--- src/rtl/cache_pkg.sv ---
// Shared definitions for the cache line refill controller: default geometry
// and the refill FSM state encoding.
package cache_pkg;

    localparam int ADDR_W_DEF     = 32;
    localparam int LINE_BYTES_DEF = 4;
    localparam int WAYS_DEF       = 4;
    localparam int SET_W_DEF      = 2;

    localparam int OFFS_W = $clog2(LINE_BYTES_DEF);
    localparam int TAG_W  = ADDR_W_DEF - SET_W_DEF - OFFS_W;

    typedef enum logic [1:0] {
        IDLE = 2'd0,
        REQ  = 2'd1,
        FILL = 2'd2,
        DONE = 2'd3
    } fill_state_t;

endpackage

--- src/rtl/fill_write_decoder.sv ---
// Maps {way, byte offset, beat enable} to a one-hot per-byte write strobe.
// The strobe index is way*LINE_BYTES+off; since LINE_BYTES is a power of two
// this is simply the concatenation {way, off}. Purely combinational; the
// parent registers the result.
module fill_write_decoder
    import cache_pkg::*;
#(
    parameter int WAYS       = WAYS_DEF,
    parameter int LINE_BYTES = LINE_BYTES_DEF
) (
    input  logic [$clog2(WAYS)-1:0]       way,
    input  logic [$clog2(LINE_BYTES)-1:0] off,
    input  logic                          beat_en,
    output logic [WAYS*LINE_BYTES-1:0]    byte_write
);

    localparam int STRB_W = WAYS * LINE_BYTES;
    localparam logic [STRB_W-1:0] ONE = STRB_W'(1);

    // one strobe bit per accepted beat, none otherwise
    always_comb begin
        byte_write = '0;
        if (beat_en) begin
            byte_write = ONE << {way, off};
        end
    end

endmodule

--- src/rtl/cache_line_fill.sv ---
// Refill controller: on a miss, requests one line from memory, writes each
// returned byte into the data array through a one-hot strobe, then commits
// tag/valid for the victim way.
// Build option: CACHE_CRITICAL_BYTE_FIRST_EN -- burst starts at the missing
// byte and wraps within the line; otherwise the burst starts at offset 0.
//
// state | meaning
// IDLE  | ready for a miss; latches address, way, set, tag on miss_valid
// REQ   | memory read request held until mem_req_ready
// FILL  | counting LINE_BYTES response beats, one strobe per beat
// DONE  | single cycle: tag_write / fill_done, last byte strobe lands here
module cache_line_fill
    import cache_pkg::*;
#(
    parameter int ADDR_W     = ADDR_W_DEF,
    parameter int LINE_BYTES = LINE_BYTES_DEF,
    parameter int WAYS       = WAYS_DEF,
    parameter int SET_W      = SET_W_DEF
) (
    input  logic                                           clk,
    input  logic                                           reset,
    input  logic                                           miss_valid,
    output logic                                           miss_ready,
    input  logic [ADDR_W-1:0]                              miss_addr,
    input  logic [$clog2(WAYS)-1:0]                        miss_way,
    output logic                                           mem_req_valid,
    input  logic                                           mem_req_ready,
    output logic [ADDR_W-1:0]                              mem_req_addr,
    input  logic                                           mem_rsp_valid,
    input  logic [7:0]                                     mem_rsp_data,
    output logic [WAYS*LINE_BYTES-1:0]                     byte_write,
    output logic [7:0]                                     byte_data,
    output logic [SET_W-1:0]                               fill_set,
    output logic                                           tag_write,
    output logic [ADDR_W-SET_W-$clog2(LINE_BYTES)-1:0]     fill_tag,
    output logic [$clog2(WAYS)-1:0]                        fill_way,
    output logic                                           fill_busy,
    output logic                                           fill_done
);

    localparam int FILL_OFFS_W = $clog2(LINE_BYTES);
    localparam int FILL_TAG_W  = ADDR_W - SET_W - FILL_OFFS_W;
    localparam int STRB_W      = WAYS * LINE_BYTES;
    localparam logic [FILL_OFFS_W-1:0] LAST_BEAT = FILL_OFFS_W'(LINE_BYTES - 1);

    fill_state_t state, state_next;

    logic [FILL_OFFS_W-1:0] beat_cnt;
    logic [FILL_OFFS_W-1:0] start_off;
    logic [FILL_OFFS_W-1:0] wr_off;
    logic [STRB_W-1:0]      strobe_next;
    logic                   accept;
    logic                   beat_en;
    logic                   last_beat;

    assign accept    = (state == IDLE) && miss_valid;
    assign beat_en   = (state == FILL) && mem_rsp_valid;
    assign last_beat = beat_en && (beat_cnt == LAST_BEAT);
    // offset arithmetic wraps naturally at the line boundary
    assign wr_off    = start_off + beat_cnt;

    // state register
    always_ff @(posedge clk) begin
        if (reset) begin
            state <= IDLE;
        end else begin
            state <= state_next;
        end
    end

    // next-state logic
    always_comb begin
        state_next = state;
        case (state)
            IDLE:    if (miss_valid)    state_next = REQ;
            REQ:     if (mem_req_ready) state_next = FILL;
            FILL:    if (last_beat)     state_next = DONE;
            DONE:                       state_next = IDLE;
            default:                    state_next = IDLE;
        endcase
    end

    // state-decoded outputs
    always_comb begin
        miss_ready    = 1'b0;
        mem_req_valid = 1'b0;
        tag_write     = 1'b0;
        fill_done     = 1'b0;
        fill_busy     = 1'b1;
        case (state)
            IDLE: begin
                miss_ready = 1'b1;
                fill_busy  = 1'b0;
            end
            REQ:  mem_req_valid = 1'b1;
            DONE: begin
                tag_write = 1'b1;
                fill_done = 1'b1;
            end
            default: ;
        endcase
    end

    // capture the miss context when a miss is accepted
    always_ff @(posedge clk) begin
        if (reset) begin
            mem_req_addr <= '0;
            fill_set     <= '0;
            fill_tag     <= '0;
            fill_way     <= '0;
        end else if (accept) begin
            fill_set <= miss_addr[FILL_OFFS_W +: SET_W];
            fill_tag <= miss_addr[ADDR_W-1 -: FILL_TAG_W];
            fill_way <= miss_way;
`ifdef CACHE_CRITICAL_BYTE_FIRST_EN
            mem_req_addr <= miss_addr;
`else
            mem_req_addr <= {miss_addr[ADDR_W-1:FILL_OFFS_W], {FILL_OFFS_W{1'b0}}};
`endif
        end
    end

`ifdef CACHE_CRITICAL_BYTE_FIRST_EN
    // burst begins at the missing byte
    always_ff @(posedge clk) begin
        if (reset) begin
            start_off <= '0;
        end else if (accept) begin
            start_off <= miss_addr[FILL_OFFS_W-1:0];
        end
    end
`else
    assign start_off = '0;
`endif

    // beat counter, restarted for every new miss
    always_ff @(posedge clk) begin
        if (reset) begin
            beat_cnt <= '0;
        end else if (accept) begin
            beat_cnt <= '0;
        end else if (beat_en) begin
            beat_cnt <= beat_cnt + 1'b1;
        end
    end

    fill_write_decoder #(
        .WAYS       (WAYS),
        .LINE_BYTES (LINE_BYTES)
    ) u_write_decoder (
        .way        (fill_way),
        .off        (wr_off),
        .beat_en    (beat_en),
        .byte_write (strobe_next)
    );

    // register strobe and data one cycle after each beat
    always_ff @(posedge clk) begin
        if (reset) begin
            byte_write <= '0;
            byte_data  <= '0;
        end else begin
            byte_write <= strobe_next;
            if (beat_en) begin
                byte_data <= mem_rsp_data;
            end
        end
    end

endmodule

--- config.mk ---
export PLATFORM = sky130hd
export DESIGN_NAME = cache_line_fill
export DESIGN_NICKNAME = d
export VERILOG_FILES = /design/src/rtl/cache_pkg.sv /design/src/rtl/fill_write_decoder.sv /design/src/rtl/cache_line_fill.sv
export SDC_FILE = /design/constraint.sdc
export NUM_CORES = 1
export LEC_CHECK = 0
export ABC_AREA = 1
export CORE_MARGIN = 10
export CORE_UTILIZATION = 34
export DETAILED_ROUTE_END_ITERATION = 8
export PLACE_DENSITY = 0.73
export SKIP_CTS_REPAIR_TIMING = 1
export SYNTH_ARGS = -nofsm -noshare
export SYNTH_HDL_FRONTEND = slang
export SYNTH_SLANG_ARGS = --single-unit
--- constraint.sdc ---
create_clock -name clk -period 1.25 [get_ports clk]
set_clock_uncertainty 0.15 [all_clocks]
set_input_delay 0.25 -clock clk [delete_from_list [all_inputs] [get_ports clk]]
set_output_delay 0.25 -clock clk [all_outputs]
set_load 0.01 [all_outputs]
==> metrics.md, run 1 <==
| Metric | Value |
|---|---|
| Status | `finished with violations` |
| Failing checks | `negative setup slack` |
| Detailed-placement wirelength estimate | `5.777 mm` |
| Crit path buffers/inverters | `2` |
| Most common cell in the netlist | `nor2_1` |
| Clk sinks | `60` |
| Htree depth | `3` |
| Synth Flop Type | `dfxtp_1` |
| Max clock buf depth | `2` |
| Kind of critical path | `reg2out` |
| Worst EP required | `0.85 ns` |
| Synth Register Bits | `60` |
| Latest clock arrival within the worst-skew pair | `0.33 ns` |
| Clk network pwr share | `21.5%` |
| Cell variety after synth | `24` |
| Switching power | `2.987 mW` |
| Static leakage | `2.091 nW` |
| Top cell type's share of synthesized area | `49.26%` |
| Switching share of power | `36.27%` |
| Top cells by count, synth | `nor2_1 (79), dfxtp_1 (60), o21ai_0 (38), buf_4 (33), inv_1 (14)` |
| Detailed-route via count | `2,293` |
| CP Max Fanout | `3` |
| Final ANT Viol Nets | `0` |
| Max Clk Rate | `0.6631 GHz` |
| Crit path DAT | `1.11 ns` |
| Hold slack final | `0.3387 ns` |
| Buffers on Ports | `135` |
| Pre-CTS WS | `-0.3684 ns` |
| Starting Density | `35.50%` |
| Post-synth EDFFs | `0` |
| Routed WL | `8.238 mm` |
| RSZ-0062 raised after global routing | `true` |
| First-pass GRT wire length | `11.17 mm` |
| P_int | `5.248 mW` |
| Fin crit share | `120.6%` |
| Sequential area share after synthesis | `49.26%` |
| Initial antenna violation count | `0` |
| Total Power | `8.236 mW` |
| Starting DRC count in detailed routing | `41` |
| Total CTS buffers | `9` |
| PnR worst setup slack | `-0.2580 ns` |
| Die ar. | `0.01096 mm2` |
| Max-Cap Viols | `0` |
| Tmin final | `1.508 ns` |
| Layout cell share with drive strength beyond 1 | `57.24%` |
| CTS tree | `yes` |
| CTS Root Cell | `clkbuf_8` |
| Crit-path max cell delay | `0.37 ns` |
| Gr ovfl total | `0` |
| Fin nets | `471` |
| Setup crit end kind | `output port` |
| Vias in the first global route | `2,205` |
| Hold Fails Final Rpt | `0` |
| Flop pwr share | `33.5%` |
| Largest cells by area after synthesis | `dfxtp_1 (49%), nor2_1 (12%), buf_4 (10%), o21ai_0 (7.8%), ha_1 (4.1%)` |
| Yosys warning count | `0` |
| Row cnt | `30` |
| Area Growth Syn to Fin | `79.07%` |
| Worst Hold Class | `reg2reg` |
| Peak supply drop | `930.6 uV` |
| Largest net degree at the start of global routing | `23` |
| Ant diodes | `0` |
| Register-to-register setup slack | `-0.21 ns` |
| Gate power share | `45.0%` |
| Worst-path cell chain | `buf_4, ha_4, buf_6` |
| # DRC | `0` |
| Synth async-reset ratio | `0%` |
| Top Ports | `140` |
| Reg clk slew, reported paths | `0.08 ns` |
| Syn Std Cell Area | `0.002439 mm2` |
| CORE AREA | `0.006869 mm2` |
| Top Family by Delay on Critical Path | `flip-flops` |
| Yosys top cell by area | `dfxtp_1` |
| P per Cell Area | `1886 mW/mm2` |
| Die X | `104.7 um` |
| Critical path startpoint category | `register` |
| Slew Limit Fails | `0` |
| Vias per Instance | `4.435` |
| Detailed Routing Iterations Pass 1 | `4` |
| Cell count after synthesis | `290` |
| GP Congestion | `0.7044` |
| Die Height | `104.7 um` |
| Fillers | `603` |
| Syn Area/Cell | `8.409 um2` |
| CP max stage cell | `dfxtp_4` |
| Total global-route track usage | `12.50%` |
| Finish-stage setup viols | `65` |
| Setup TNS | `-10.19 ns` |
| WL/cell | `15.93 um` |
-- per-layer routing --
| metal | track usage [%] | vias up | share of wire [%] |
|---|---|---|---|
| li1 | - | 1143 | - |
| met1 | 12.85 | 1053 | 40 |
| met2 | 20.73 | 87 | 50 |
| met3 | 6.818 | 10 | 8.3 |
| met4 | 5.392 | 0 | 1.3 |
| met5 | 0 | - | 0 |
-- worst register-to-register path: stages, from the launching register on --
cell	delay (ns)
dfxtp_4	0.38
inv_4	0.05
ha_4	0.17
buf_6	0.13
nand2_8	0.11
inv_8	0.06
clkbuf_16	0.16
nor2_1	0.09
nor2_1	0.05
-- kinds of logic after synthesis --
kind of cell,count (synthesis),synth area share (%)
other,1,0.1538
buffers and inverters,64,16.47
DFF,60,49.26
and+or+nand+nor,112,20.68
AOI/OAI and AO/OA,45,9.338
adders and majority gates,8,4.105
-- cells in the final DEF (no fill, tap or decap), types with 3 or more instances in the layout --
cell	n
ha_1	4
clkinv_2	3
clkbuf_16	4
buf_8	4
clkbuf_8	11
dfxtp_1	20
buf_6	22
o21ai_2	13
nor2_1	47
nand2_1	7
clkdlybuf4s50_1	44
buf_2	25
nor2_4	16
inv_1	12
dfxtp_4	8
clkbuf_2	29
buf_12	3
o21ai_1	26
dfxtp_2	32
nor2_2	16
ha_4	4
buf_4	16
nor3_2	15
dlymetal6s2s_1	13
-- flip-flops by register name, indices dropped and copies added (netlist names) --
name and flops:
beat_cnt 2, fill_way 2, state 2, fill_set 1, byte_write 16, byte_data 8
mem_req_addr 1, fill_tag 28
-- worst paths after layout --
path	startpoint	endpoint	cells past startpoint
min reg2reg	fill_tag[17]	fill_tag[17]	2
max reg2reg	state[1]	fill_tag[22]	8
min	fill_tag[17]	fill_tag[17]	2
max	state[0]	mem_req_valid	3
-- power by group through the flow --
stage	combinational (mW)	sequential, mW	clock (mW)
2_1_floorplan	1.54	2.73	0
3_3_place_gp	3.13	2.58	0
3_5_place_dp	3.19	2.59	0
4_1_cts	3.20	2.56	1.81
5_1_grt	4.01	2.82	1.89
6_report	3.70	2.76	1.77
-- through the flow --
step / utilization (%) / cell area (um2) / std cells
after floorplan: - / 2462 / 291
after global placement: 54.75 / 3761 / 494
after detailed placement: 54.75 / 3761 / 494
after CTS: 57.70 / 3964 / 510
after global routing: 63.57 / 4367 / 517
final: 63.57 / 4367 / 517
-- cell type report --
type	instances	area, um2	share of cell area, %
multi-input combinational	167	1222	27.99
sequential	60	1271	29.11
tap	96	120.1	2.751
inverter	18	88.84	2.034
clock inverter	4	47.55	1.089
clock buffer	12	155.1	3.553
timing repair buffer	160	1461	33.47
Note: power is estimated with default switching activity, not from simulation.
==> inputs of run 2 (changes only) <==
--- a/config.mk
+++ b/config.mk
@@ -10,6 +10,7 @@
 export CORE_UTILIZATION = 34
 export DETAILED_ROUTE_END_ITERATION = 8
 export PLACE_DENSITY = 0.73
+export REMOVE_ABC_BUFFERS = 1
 export SKIP_CTS_REPAIR_TIMING = 1
 export SYNTH_ARGS = -nofsm -noshare
 export SYNTH_HDL_FRONTEND = slang
==> run 2 against run 1 <==
- the flow still finishes with violations (negative setup slack)
- core utilization is 0.53 points higher
- wire length is 1.1% lower
- sequential share of layout area is 0.13 points lower
==> metrics.md, run 2 (same netlist as run 1, synthesis figures left out) <==
| Metric | Value |
|---|---|
| Status | `finished with violations` |
| Failing checks | `negative setup slack` |
| Finished Layout Cells | `522` |
| Reg clk slew, reported paths | `0.07 ns` |
| Setup TNS | `-9.487 ns` |
| Ant diodes | `0` |
| Most common cell after layout, fill and taps aside | `clkbuf_2` |
| Layout cell share with drive strength beyond 1 | `57.75%` |
| Row cnt | `30` |
| Total global-route track usage | `12.91%` |
| Largest net degree at the start of global routing | `25` |
| # DRC | `0` |
| Finish-stage setup viols | `65` |
| Vias per Instance | `4.360` |
| Post-placement cell count | `495` |
| Detailed-placement wirelength estimate | `5.819 mm` |
| RSZ-0062 raised after global routing | `true` |
| Largest Register | `fill_tag` |
| Die ar. | `0.01096 mm2` |
| Worst R2R Start | `state[0]` |
| CP Max Fanout | `2` |
| Top Ports | `140` |
| Final Util | `64.10%` |
| Static leakage | `2.165 nW` |
| Crit path DAT | `1.09 ns` |
| Detailed-route via count | `2,276` |
| PnR worst setup slack | `-0.2367 ns` |
| Total Power | `8.466 mW` |
| Starting Density | `35.50%` |
| Clk sinks | `60` |
| Gr ovfl total | `0` |
| CTS tree | `yes` |
| Buffers on Ports | `135` |
| Final ANT Viol Nets | `0` |
| Initial antenna violation count | `0` |
| Critical path startpoint category | `register` |
| Peak supply drop | `889.6 uV` |
| Setup crit end kind | `output port` |
| Hold slack final | `0.3407 ns` |
| Commonest non-fill, non-tap cells in the layout | `clkbuf_2 (50), nor2_1 (44), clkdlybuf4s50_1 (44)` |
| Max clock buf depth | `2` |
| Htree depth | `3` |
| Top flop regs | `fill_tag x28, byte_write x16, byte_data x8` |
| Die Height | `104.7 um` |
| Max-Cap Viols | `0` |
| Crit path launch | `state[0]` |
| Detailed Routing Iterations Pass 1 | `4` |
| Slew Limit Fails | `0` |
| Total CTS buffers | `9` |
| Worst Hold Class | `reg2reg` |
| P per Cell Area | `1923 mW/mm2` |
| Tmin final | `1.487 ns` |
| Kind of critical path | `reg2out` |
| Max reg flops | `28` |
| Worst EP required | `0.85 ns` |
| Max Clk Rate | `0.6726 GHz` |
| Routed WL | `8.145 mm` |
| WL/cell | `15.60 um` |
| CORE AREA | `0.006869 mm2` |
| GP Congestion | `0.8094` |
| First-pass GRT wire length | `11.54 mm` |
| Die X | `104.7 um` |
| Area Growth Syn to Fin | `80.55%` |
| Fin crit share | `118.9%` |
| Starting DRC count in detailed routing | `50` |
| Hold Crit Start | `fill_tag[21]` |
| Latest clock arrival within the worst-skew pair | `0.32 ns` |
| CTS Root Cell | `clkbuf_8` |
| Hold Fails Final Rpt | `0` |
| Vias in the first global route | `2,222` |
| Fin nets | `476` |
==> run 2: cell count changes in the layout (fill, tap and decap cells not counted), sizes merged <==
| cell | delta |
|---|---|
| clkbuf | +18 |
| clkinvlp | +1 |
| buf | -17 |
| dlymetal6s2s | +1 |
| inv | -1 |
| clkinv | +1 |
| bufinv | +2 |
==> run 2: power breakdown <==
group / internal [mW] / switching, mW
sequential: 2.39 / 0.375
clock: 1.32 / 0.759
combinational: 1.78 / 1.85
total: 5.48 / 2.99
==> run 2: routing by layer <==
layer / track usage (%) / up-vias / wire length, um / share of wire, %
li1: - / 1146 / - / -
met1: 13.39 / 1045 / 3204 / 39
met2: 22.56 / 79 / 4196 / 52
met3: 5.221 / 6 / 613 / 7.5
met4: 5.588 / 0 / 130 / 1.6
met5: 0 / - / 0 / 0
==> run 2: final cells by class <==
| type | instances | area [um2] |
|---|---|---|
| clock buffer | 9 | 123.9 |
| clock inverter | 7 | 115.1 |
| fill | 604 | 2466 |
| inverter | 18 | 88.84 |
| multi-input combinational | 167 | 1226 |
| sequential | 60 | 1276 |
| tap | 96 | 120.1 |
| timing repair buffer | 165 | 1453 |
==> run 2: critical path, stage by stage (launching register included) <==
cell and delay, ns:
dfxtp_2 0.32, buf_4 0.14, ha_2 0.17, buf_2 0.14
==> run 2: metrics by stage <==
step | setup slack [ns] | instance area, um2
floorplan | -0.4230 | 2110
global placement | -0.3595 | 3761
detailed placement | -0.4436 | 3761
CTS | -0.7549 | 4000
global route | -0.3209 | 4403
finish | -0.2367 | 4403
==> run 2: path summary, 6_finish.rpt <==
| kind | slack [ns] | cells past startpoint | end |
|---|---|---|---|
| setup / recovery | -0.24 | 3 | fill_done |
| hold / removal | 0.34 | 2 | fill_tag[21] |
| setup reg to reg | -0.23 | 8 | byte_data[4] |
| hold reg to reg | 0.34 | 2 | fill_tag[21] |
==> inputs of run 3 (changes only) <==
--- a/config.mk
+++ b/config.mk
@@ -10,8 +10,7 @@
 export CORE_UTILIZATION = 34
 export DETAILED_ROUTE_END_ITERATION = 8
 export PLACE_DENSITY = 0.73
-export REMOVE_ABC_BUFFERS = 1
-export SKIP_CTS_REPAIR_TIMING = 1
+export SLEW_MARGIN = 20
 export SYNTH_ARGS = -nofsm -noshare
 export SYNTH_HDL_FRONTEND = slang
 export SYNTH_SLANG_ARGS = --single-unit
==> run 3 against run 2 <==
- die area unchanged
- the run still ends with negative setup slack left
- highest routed layer unchanged
- critical endpoint is now miss_ready
- largest power group unchanged
- final area down 5.1%
- global-route usage grew 0.49 points
- sequential share of layout area is 1.3 points higher
==> metrics.md, run 3 (same netlist as run 1, synthesis figures left out) <==
| Metric | Value |
|---|---|
| Starting DRC count in detailed routing | `32` |
| Gr ovfl total | `0` |
| Worst R2R Start | `state[0]` |
| Vias in the first global route | `2,276` |
| Max reg flops | `28` |
| Most common cell after layout, fill and taps aside | `buf_2` |
| Detailed-route via count | `2,288` |
| Detailed-placement wirelength estimate | `5.777 mm` |
| Flop pwr share | `33.6%` |
| Wire length on met2 | `4.160 mm` |
| Hold Crit Start | `fill_tag[17]` |
| Total global-route track usage | `13.40%` |
| Final Util | `60.80%` |
| Fin nets | `471` |
| Gate power share | `44.5%` |
| Tmin final | `1.443 ns` |
| Vias per Instance | `4.426` |
| Crit path DAT | `1.04 ns` |
| Max clock buf depth | `2` |
| Clk sinks | `60` |
| Final ANT Viol Nets | `0` |
| First-pass GRT wire length | `11.93 mm` |
| WL/cell | `15.91 um` |
| Largest net degree at the start of global routing | `23` |
| Latest clock arrival within the worst-skew pair | `0.33 ns` |
| Die X | `104.7 um` |
| Buffers on Ports | `135` |
| Starting Density | `35.50%` |
| CORE AREA | `0.006869 mm2` |
| Setup crit end kind | `output port` |
| PnR worst setup slack | `-0.1932 ns` |
| Die Height | `104.7 um` |
| Static leakage | `1.873 nW` |
| Max Clk Rate | `0.6929 GHz` |
| Largest Register | `fill_tag` |
| Placed Instance Area | `0.003761 mm2` |
| Layout cell share with drive strength beyond 1 | `62.47%` |
| Finish-stage setup viols | `65` |
| Detailed Routing Iterations Pass 1 | `4` |
| Routed WL | `8.228 mm` |
| CTS Root Cell | `clkbuf_8` |
| Total CTS buffers | `9` |
| Reg2Reg Depth | `8` |
| WHS Path Cells | `2` |
| Pre-CTS WS | `-0.3684 ns` |
| Register-to-register setup slack | `-0.16 ns` |
| Ant diodes | `0` |
| Switching power | `2.978 mW` |
| Worst Hold Class | `reg2reg` |
| Initial antenna violation count | `0` |
| Met1 WL | `3.377 mm` |
| Top flop regs | `fill_tag x28, byte_write x16, byte_data x8` |
| Total area of sequential cells | `0.001265 mm2` |
| Fin area | `0.004177 mm2` |
| CTS tree | `yes` |
| Routed length on met3 | `568 um` |
| Hold Fails Final Rpt | `0` |
| Top Layer Used | `met4` |
| Crit Reg-Reg Endpoint | `fill_tag[7]` |
| Row cnt | `30` |
| Total Power | `8.097 mW` |
| Htree depth | `3` |
| Area of the multi-input gates | `0.001231 mm2` |
| Critical path startpoint category | `register` |
| Setup TNS | `-8.840 ns` |
| CP Max Fanout | `3` |
| Switching share of power | `36.78%` |
| Worst EP required | `0.85 ns` |
| # DRC | `0` |
| P_int | `5.119 mW` |
| Failing checks | `negative setup slack` |
| Reg clk slew, reported paths | `0.08 ns` |
| Worst hold endpoint | `fill_tag[17]` |
| Die ar. | `0.01096 mm2` |
| Peak supply drop | `867.2 uV` |
| Fin crit share | `115.5%` |
| Clk network pwr share | `21.9%` |
| Kind of critical path | `reg2out` |
| Area Growth Syn to Fin | `71.27%` |
| RSZ-0062 raised after global routing | `true` |
| Top Ports | `140` |
| Fillers | `626` |
| GP Congestion | `0.7044` |
| Max-Cap Viols | `0` |
| CTS Hold Buffers Added | `0` |
| Slew Limit Fails | `0` |
| P per Cell Area | `1939 mW/mm2` |
| Status | `finished with violations` |
| Commonest non-fill, non-tap cells in the layout | `buf_2 (79), nor2_1 (44), clkdlybuf4s50_1 (44)` |
## run 3: cell count changes in the layout (fill, tap and decap cells not counted), moves of 5 or more
cell            change
buf_2              +60
dfxtp_4             -5
dfxtp_2             +6
dlymetal6s2s_1     -14
o21ai_0             -8
clkbuf_2           -50
## run 3: cell type report
class / count / area share, %
repair buffers: 160 / 30.44
flip-flops and latches: 60 / 30.29
multi-input cells: 167 / 29.48
clock buffers: 12 / 3.715
well taps: 96 / 2.876
inverters: 18 / 2.067
clock inverters: 4 / 1.138
## run 3: repair_timing
item,CTS,global route
endpoints found under the setup margin,151,81
cloned,0,4
setup buffers,0,3
gates resized for setup,442,137
pin swaps,6,4
## run 3: power by group through the flow
stage / sequential, mW / combinational (mW) / clock (mW)
2_1_floorplan: 2.73 / 1.54 / 0
3_3_place_gp: 2.58 / 3.13 / 0
3_5_place_dp: 2.59 / 3.19 / 0
4_1_cts: 2.60 / 2.88 / 1.81
5_1_grt: 2.77 / 3.92 / 1.89
6_report: 2.72 / 3.60 / 1.78
## run 3: worst max path at each step
stage / endpoint / depth (start not counted) / startpoint
3_5_place_dp: byte_write[0] / 5 / mem_rsp_valid
6_report: miss_ready / 3 / state[0]
2_1_floorplan: byte_write[10] / 7 / state[0]
3_3_place_gp: fill_busy / 4 / state[1]
5_1_grt: fill_busy / 4 / state[0]
4_1_cts: mem_req_valid / 3 / state[1]
## run 3: per-stage QoR
stage,instances,hold slack [ns]
after floorplan,291,0.2476
after global placement,494,0.3115
after detailed placement,494,0.3244
after CTS,510,0.3370
after global routing,517,0.3554
final,517,0.3354
## run 3: metal layers
layer	global-route usage [%]	vias up
li1	-	1138
met1	14.74	1051
met2	22.65	90
met3	5.037	9
met4	5.784	0
met5	0	-
## run 3: worst max-delay path, stage by stage (launching register included)
cell and delay, ns:
dfxtp_2 0.35, inv_2 0.06, ha_4 0.16, buf_2 0.14
